[config.mk]
export PLATFORM = sky130hd
export DESIGN_NAME = truth_table_sweep_ctrl_flat
export DESIGN_NICKNAME = d
export VERILOG_FILES = /design/src/rtl/truth_table_sweep_ctrl_if.sv /design/src/rtl/truth_table_sweep_ctrl.sv /design/src/flat_wrapper.sv
export SDC_FILE = /design/constraint.sdc
export NUM_CORES = 1
export LEC_CHECK = 0
export BUFFER_PORTS_ARGS = -buffer_cell sky130_fd_sc_hd__buf_2
export CAP_MARGIN = 30
export CORE_ASPECT_RATIO = 1.75
export CORE_MARGIN = 10
export CORE_UTILIZATION = 45
export CTS_CLUSTER_SIZE = 8
export DETAILED_ROUTE_END_ITERATION = 16
export PLACE_DENSITY = 0.65
export SYNTH_ARGS = -nofsm -noshare
export SYNTH_HDL_FRONTEND = slang
export SYNTH_SLANG_ARGS = --single-unit
[constraint.sdc]
create_clock -name clk -period 6 [get_ports clk]
set_clock_uncertainty 0.05 [all_clocks]
set_input_delay 0.9 -clock clk [delete_from_list [all_inputs] [get_ports clk]]
set_output_delay 0.9 -clock clk [all_outputs]
set_load 0.05 [all_outputs]
[src/rtl/truth_table_sweep_ctrl_if.sv]
// truth_table_sweep_ctrl_if: host/gate-side signal bundle for the truth-table sweep sequencer
interface truth_table_sweep_ctrl_if;
  logic       start;
  logic       abort;
  logic [7:0] expected;
  logic [2:0] gate_in;
  logic       gate_out;
  logic       busy;
  logic       done;
  logic [7:0] table_q;
  logic       match;
  logic [3:0] mismatch_cnt;
  logic [2:0] fail_idx;
  modport master (
    output start, abort, expected, gate_out,
    input  gate_in, busy, done, table_q, match, mismatch_cnt, fail_idx
  );
  modport slave (
    input  start, abort, expected, gate_out,
    output gate_in, busy, done, table_q, match, mismatch_cnt, fail_idx
  );
endinterface

[src/rtl/truth_table_sweep_ctrl.sv]
// truth_table_sweep_ctrl: sweeps a 3-input gate through all rows, majority-votes each, compares to expected
module truth_table_sweep_ctrl #(
  parameter int SETTLE_CYCLES = 4,
  parameter int SAMPLES       = 3
) (
  input logic clk,
  input logic rst,
  truth_table_sweep_ctrl_if.slave bus
);
  localparam int CW = $clog2((SETTLE_CYCLES > SAMPLES ? SETTLE_CYCLES : SAMPLES) + 1);
  localparam int OW = $clog2(SAMPLES + 1);
  localparam logic [1:0] IDLE = 2'd0, SETTLE = 2'd1, SAMPLE = 2'd2, DONE = 2'd3;
  logic [1:0]    state_q, state_d;
  logic [2:0]    row_q, row_d;
  logic [CW-1:0] cnt_q, cnt_d;
  logic [OW-1:0] ones_q, ones_d, ones_n;
  logic [7:0]    exp_q, exp_d, shadow_q, shadow_d, shadow_n, tbl_q, tbl_d, diff;
  logic          match_q, match_d, vote;
  logic [3:0]    mcnt_q, mcnt_d, pc;
  logic [2:0]    fidx_q, fidx_d, fi;
  // Result math always looks at the shadow with the current row's vote folded in
  always_comb begin
    ones_n = ones_q + OW'(bus.gate_out);
    vote = (2 * int'(ones_n)) > SAMPLES;
    shadow_n = shadow_q;
    shadow_n[row_q] = vote;
    diff = shadow_n ^ exp_q;
    pc = '0;
    fi = '0;
    for (int i = 7; i >= 0; i--) begin
      pc = pc + {3'b0, diff[i]};
      if (diff[i]) fi = 3'(i);
    end
  end
  always_comb begin
    state_d = state_q;
    row_d = row_q;
    cnt_d = cnt_q;
    ones_d = ones_q;
    exp_d = exp_q;
    shadow_d = shadow_q;
    tbl_d = tbl_q;
    match_d = match_q;
    mcnt_d = mcnt_q;
    fidx_d = fidx_q;
    if (state_q != IDLE && bus.abort) begin
      state_d = IDLE;
      row_d = '0;
    end else begin
      case (state_q)
        IDLE: if (bus.start && !bus.abort) begin
          state_d = SETTLE;
          exp_d = bus.expected;
          row_d = '0;
          cnt_d = CW'(SETTLE_CYCLES);
          shadow_d = '0;
        end
        SETTLE: begin
          cnt_d = cnt_q == CW'(1) ? CW'(SAMPLES) : cnt_q - CW'(1);
          ones_d = '0;
          state_d = cnt_q == CW'(1) ? SAMPLE : SETTLE;
        end
        SAMPLE: begin
          ones_d = ones_n;
          cnt_d = cnt_q - CW'(1);
          if (cnt_q == CW'(1)) begin
            shadow_d = shadow_n;
            cnt_d = CW'(SETTLE_CYCLES);
            row_d = row_q == 3'd7 ? 3'd0 : row_q + 3'd1;
            state_d = row_q == 3'd7 ? DONE : SETTLE;
            if (row_q == 3'd7) begin
              tbl_d = shadow_n;
              match_d = diff == 8'd0;
              mcnt_d = pc;
              fidx_d = fi;
            end
          end
        end
        default: state_d = IDLE;
      endcase
    end
  end
  always_ff @(posedge clk) begin
    if (rst) begin
      state_q <= IDLE;
      row_q <= '0;
      cnt_q <= '0;
      ones_q <= '0;
      exp_q <= '0;
      shadow_q <= '0;
      tbl_q <= '0;
      match_q <= 1'b0;
      mcnt_q <= '0;
      fidx_q <= '0;
    end else begin
      state_q <= state_d;
      row_q <= row_d;
      cnt_q <= cnt_d;
      ones_q <= ones_d;
      exp_q <= exp_d;
      shadow_q <= shadow_d;
      tbl_q <= tbl_d;
      match_q <= match_d;
      mcnt_q <= mcnt_d;
      fidx_q <= fidx_d;
    end
  end
  assign bus.busy = state_q == SETTLE || state_q == SAMPLE;
  assign bus.done = state_q == DONE;
  assign bus.gate_in = bus.busy ? row_q : 3'd0;
  assign bus.table_q = tbl_q;
  assign bus.match = match_q;
  assign bus.mismatch_cnt = mcnt_q;
  assign bus.fail_idx = fidx_q;
endmodule
[src/flat_wrapper.sv]
// flat-port wrapper written by rule: the top's interface ports become plain ports
module truth_table_sweep_ctrl_flat 
#(
  parameter int SETTLE_CYCLES = 4,
  parameter int SAMPLES       = 3
)
  (clk, rst, bus_start, bus_abort, bus_expected, bus_gate_out, bus_gate_in, bus_busy, bus_done, bus_table_q, bus_match, bus_mismatch_cnt, bus_fail_idx);
  truth_table_sweep_ctrl_if bus_i ();
  input logic clk;
  input logic rst;
  input wire logic [$bits(bus_i.start)-1:0] bus_start;
  input wire logic [$bits(bus_i.abort)-1:0] bus_abort;
  input wire logic [$bits(bus_i.expected)-1:0] bus_expected;
  input wire logic [$bits(bus_i.gate_out)-1:0] bus_gate_out;
  output wire logic [$bits(bus_i.gate_in)-1:0] bus_gate_in;
  output wire logic [$bits(bus_i.busy)-1:0] bus_busy;
  output wire logic [$bits(bus_i.done)-1:0] bus_done;
  output wire logic [$bits(bus_i.table_q)-1:0] bus_table_q;
  output wire logic [$bits(bus_i.match)-1:0] bus_match;
  output wire logic [$bits(bus_i.mismatch_cnt)-1:0] bus_mismatch_cnt;
  output wire logic [$bits(bus_i.fail_idx)-1:0] bus_fail_idx;
  assign bus_i.start = bus_start;
  assign bus_i.abort = bus_abort;
  assign bus_i.expected = bus_expected;
  assign bus_i.gate_out = bus_gate_out;
  assign bus_gate_in = bus_i.gate_in;
  assign bus_busy = bus_i.busy;
  assign bus_done = bus_i.done;
  assign bus_table_q = bus_i.table_q;
  assign bus_match = bus_i.match;
  assign bus_mismatch_cnt = bus_i.mismatch_cnt;
  assign bus_fail_idx = bus_i.fail_idx;
  truth_table_sweep_ctrl #(.SETTLE_CYCLES(SETTLE_CYCLES), .SAMPLES(SAMPLES)) u_core (.clk(clk), .rst(rst), .bus(bus_i));
endmodule
==> results.yml <==
timing:
  final-hold-violation-count: 0
  maxSlewViolCount: 0
  setup_tns_ns: 0
  setup_viol: 0
  rsz0062_at_grt: "no"
  min_period_over_period: 0.7233
  worst_slack_ns: 1.660
  fmax_mhz: 230.4
  worst_pin_slew_ns: 0.7003
  relSlewSlack: 0.5331
  fin_crit_ns: 4.340
finish:
  drive_above_1_share: 0.1852
  area_delta_synth_final_pct: 10.89
  filler_cell_count: 503
  n_antenna_cell: 0
  final_net_count: 328
  instances_no_fill: 352
  postLayoutCoreUtil: 0.5112
worst_setup_path:
  path_cells: "buf_2 > ha_1 > xor2_2 > mux2i_1 > xnor2_1 > ha_1 > fa_1 > fa_1 > inv_1 > fa_1 > inv_1 > fa_1 > nor2_1 > a21oi_1 > nor2_1"
  crit_slowest_cell: "fa_1"
  path_buf_inv: 3
  worst-path-max-fanout: 9
  path_class: "primary input to register"
  crit_arrival_ns: 4.52
  cpMostUsedCell: "fa_1"
  critPathCaptureType: "register"
  worstPathRequired_ns: 6.18
  critPathMaxStageDelay_ns: 0.50
  critPathTopFamily: "adder cells"
  crit_path_start_kind: "primary input"
die:
  ios: 34
  rows: 35
  start_util: 0.4610
  die_x_um: 75.23
  core-area_um2: 5211
  die_area_um2: 8776
  die-height_um: 116.7
synthesis:
  synth_seq_area_share: 0.3500
  synth_nets: 300
  synth_cells: 268
  ys_warn_count: 0
  ys_ff_latch: 42
  synthArstFlopShare: 0
  syn-cell-area_um2: 2402
  synth-edff-count: 0
  postSynthAreaPerCell_um2: 8.964
  synth_cell_types: 49
  yosys_most_used_dff: "dfxtp_1"
cts:
  cts_setup_buffers: 0
  clock_latency_ns: 0.29
  cts_tree: "done"
  numCtsBuffers: 5
  clk_path_buf_depth: 2
  cts_root_buf: "clkbuf_8"
  hold_buffers: 0
  cts-resized-gates: 0
  ctsHtreeMaxLevel: 2
  clk_pin_slew_worst_paths_ns: 0.08
  clock_sinks: 42
global_routing:
  grt_pass1_vias: 1872
  antenna_found_initial: 0
  grt_max_degree: 38
  grt_remaining_overflow: 0
  grt.total_usage: 0.1285
  grt_pass1_wl_mm: 8.811
run:
  drv_cap: 0
placed_design:
  port_buffers: 33
  dp_slack_ns: 1.342
  gp_congestion: 0.8267
  place_inst: 344
  hpwl_mm: 4.139
routing:
  ant_nets: 0
  vias_per_cell: 5.366
  vias: 1889
  drcViolationCount: 0
  dr.pass1.iters: 4
  drt-total-wl_mm: 5.381
  drt_iter0_markers: 118
  post_drt_wl_per_cell_um: 15.29
status:
  status: "finished clean"
worst_hold_path:
  hp-class: "register to register"
power_and_ir_drop:
  p_total_uw: 553.1
  p_leak_uw: 0.001187
  power.density_nw_per_um2: 207.6
  peakVddDrop_uv: 97.70
sequential cells by signal, indices dropped and copies added (netlist names):
register and cells:
u_core.bus.table_q 8, u_core.state_q 2, u_core.shadow_q 8, u_core.bus.fail_idx 3, u_core.bus.match 1, u_core.exp_q 8
u_core.cnt_q 3, u_core.bus.mismatch_cnt 4, u_core.row_q 3, u_core.ones_q 2
path summary, 6_finish.rpt:
check	start	depth (start not counted)	endpoint	slack, ns
setup / recovery	bus_gate_out	15	u_core.bus.mismatch_cnt[1]	1.66
hold / removal	u_core.cnt_q[1]	2	u_core.cnt_q[1]	0.40
hold reg to reg	u_core.cnt_q[1]	2	u_core.cnt_q[1]	0.40
setup reg to reg	u_core.ones_q[0]	14	u_core.bus.mismatch_cnt[1]	2.04
worst min-delay path, cell delays in order, from the launching register on:
cell	delay, ns
dfxtp_1	0.31
nand2_1	0.05
a21oi_1	0.05
final cells by class:
class	instances	area, µm²	area share
Multi-Input combinational cell	198	1434	0.5383
Sequential cell	42	840.8	0.3156
Inverter	15	56.30	0.02114
Clock buffer	7	86.33	0.03241
Clock inverter	1	5.005	0.001879
Timing Repair Buffer	34	172.7	0.06482
Tap cell	55	68.82	0.02583
report_power, final:
part	switching, µW	leakage (µW)	internal, µW
combinational	47.1	0.000799	30.4
clock	94.8	0.0000482	92.9
sequential	4.45	0.000339	283
cells in the final DEF (no fill, tap or decap), types with 2 or more instances in the layout:
cell / netlist / layout
nor2_1: 50 / 50
dfxtp_1: 42 / 42
buf_2: 0 / 33
a21oi_1: 25 / 25
mux2i_1: 19 / 19
nand2_1: 15 / 15
ha_1: 15 / 15
inv_1: 14 / 14
o21ai_0: 6 / 6
clkbuf_8: 0 / 6
and2_1: 5 / 5
xor2_1: 5 / 5
nand2b_1: 5 / 5
nand3b_1: 4 / 4
a22oi_1: 4 / 4
fa_1: 4 / 4
xnor2_1: 3 / 3
nor2b_1: 3 / 3
nor3b_4: 2 / 2
mux2i_2: 2 / 2
nand3_1: 2 / 2
nand4_1: 2 / 2
or3_1: 2 / 2
a211o_1: 2 / 2
cells in the mapped netlist, types with 2 or more instances:
library cell  number  area (µm²)
a211o_1            2       17.52
a21oi_1           25       125.1
a22oi_1            4       30.03
and2_1             5       31.28
buf_4              2       15.01
buf_6              2       22.52
clkbuf_1           9       33.78
dfxtp_1           42       840.8
fa_1               4       80.08
ha_1              15       187.7
inv_1             14       52.55
mux2i_1           19       190.2
mux2i_2            2       27.53
nand2_1           15       56.30
nand2b_1           5       31.28
nand3_1            2       10.01
nand3b_1           4       30.03
nand4_1            2       12.51
nor2_1            50       187.7
nor2b_1            3       18.77
nor3b_4            2       37.54
o21ai_0            6       30.03
or3_1              2       12.51
xnor2_1            3       26.28
xor2_1             5       43.79
logic make-up (layout without fill, tap and decap cells):
| family | count (synthesis) | in the layout | synth area share |
|---|---|---|---|
| simple gates | 99 | 99 | 0.2115 |
| compound gates | 48 | 48 | 0.1359 |
| flops | 42 | 42 | 0.3500 |
| buf+inv | 28 | 57 | 0.05312 |
| mux | 22 | 22 | 0.09531 |
| fa+ha+maj | 19 | 19 | 0.1115 |
| xor+xnor | 10 | 10 | 0.04271 |
routing by layer:
metal,global-route usage,wire length (µm)
met1,0.1319,2106
met2,0.2379,2929
met3,0.02806,235
met4,0.05479,110
met5,0,0
through the flow:
| step | instance area, µm² | hold slack, ns |
|---|---|---|
| CTS | 2664 | 0.4073 |
| floorplan | 2402 | 0.3815 |
| detailed placement | 2572 | 0.3959 |
| global route | 2664 | 0.4237 |
| finish | 2664 | 0.4022 |
| global placement | 2572 | 0.3897 |
Note: power is estimated with default switching activity, not from simulation.
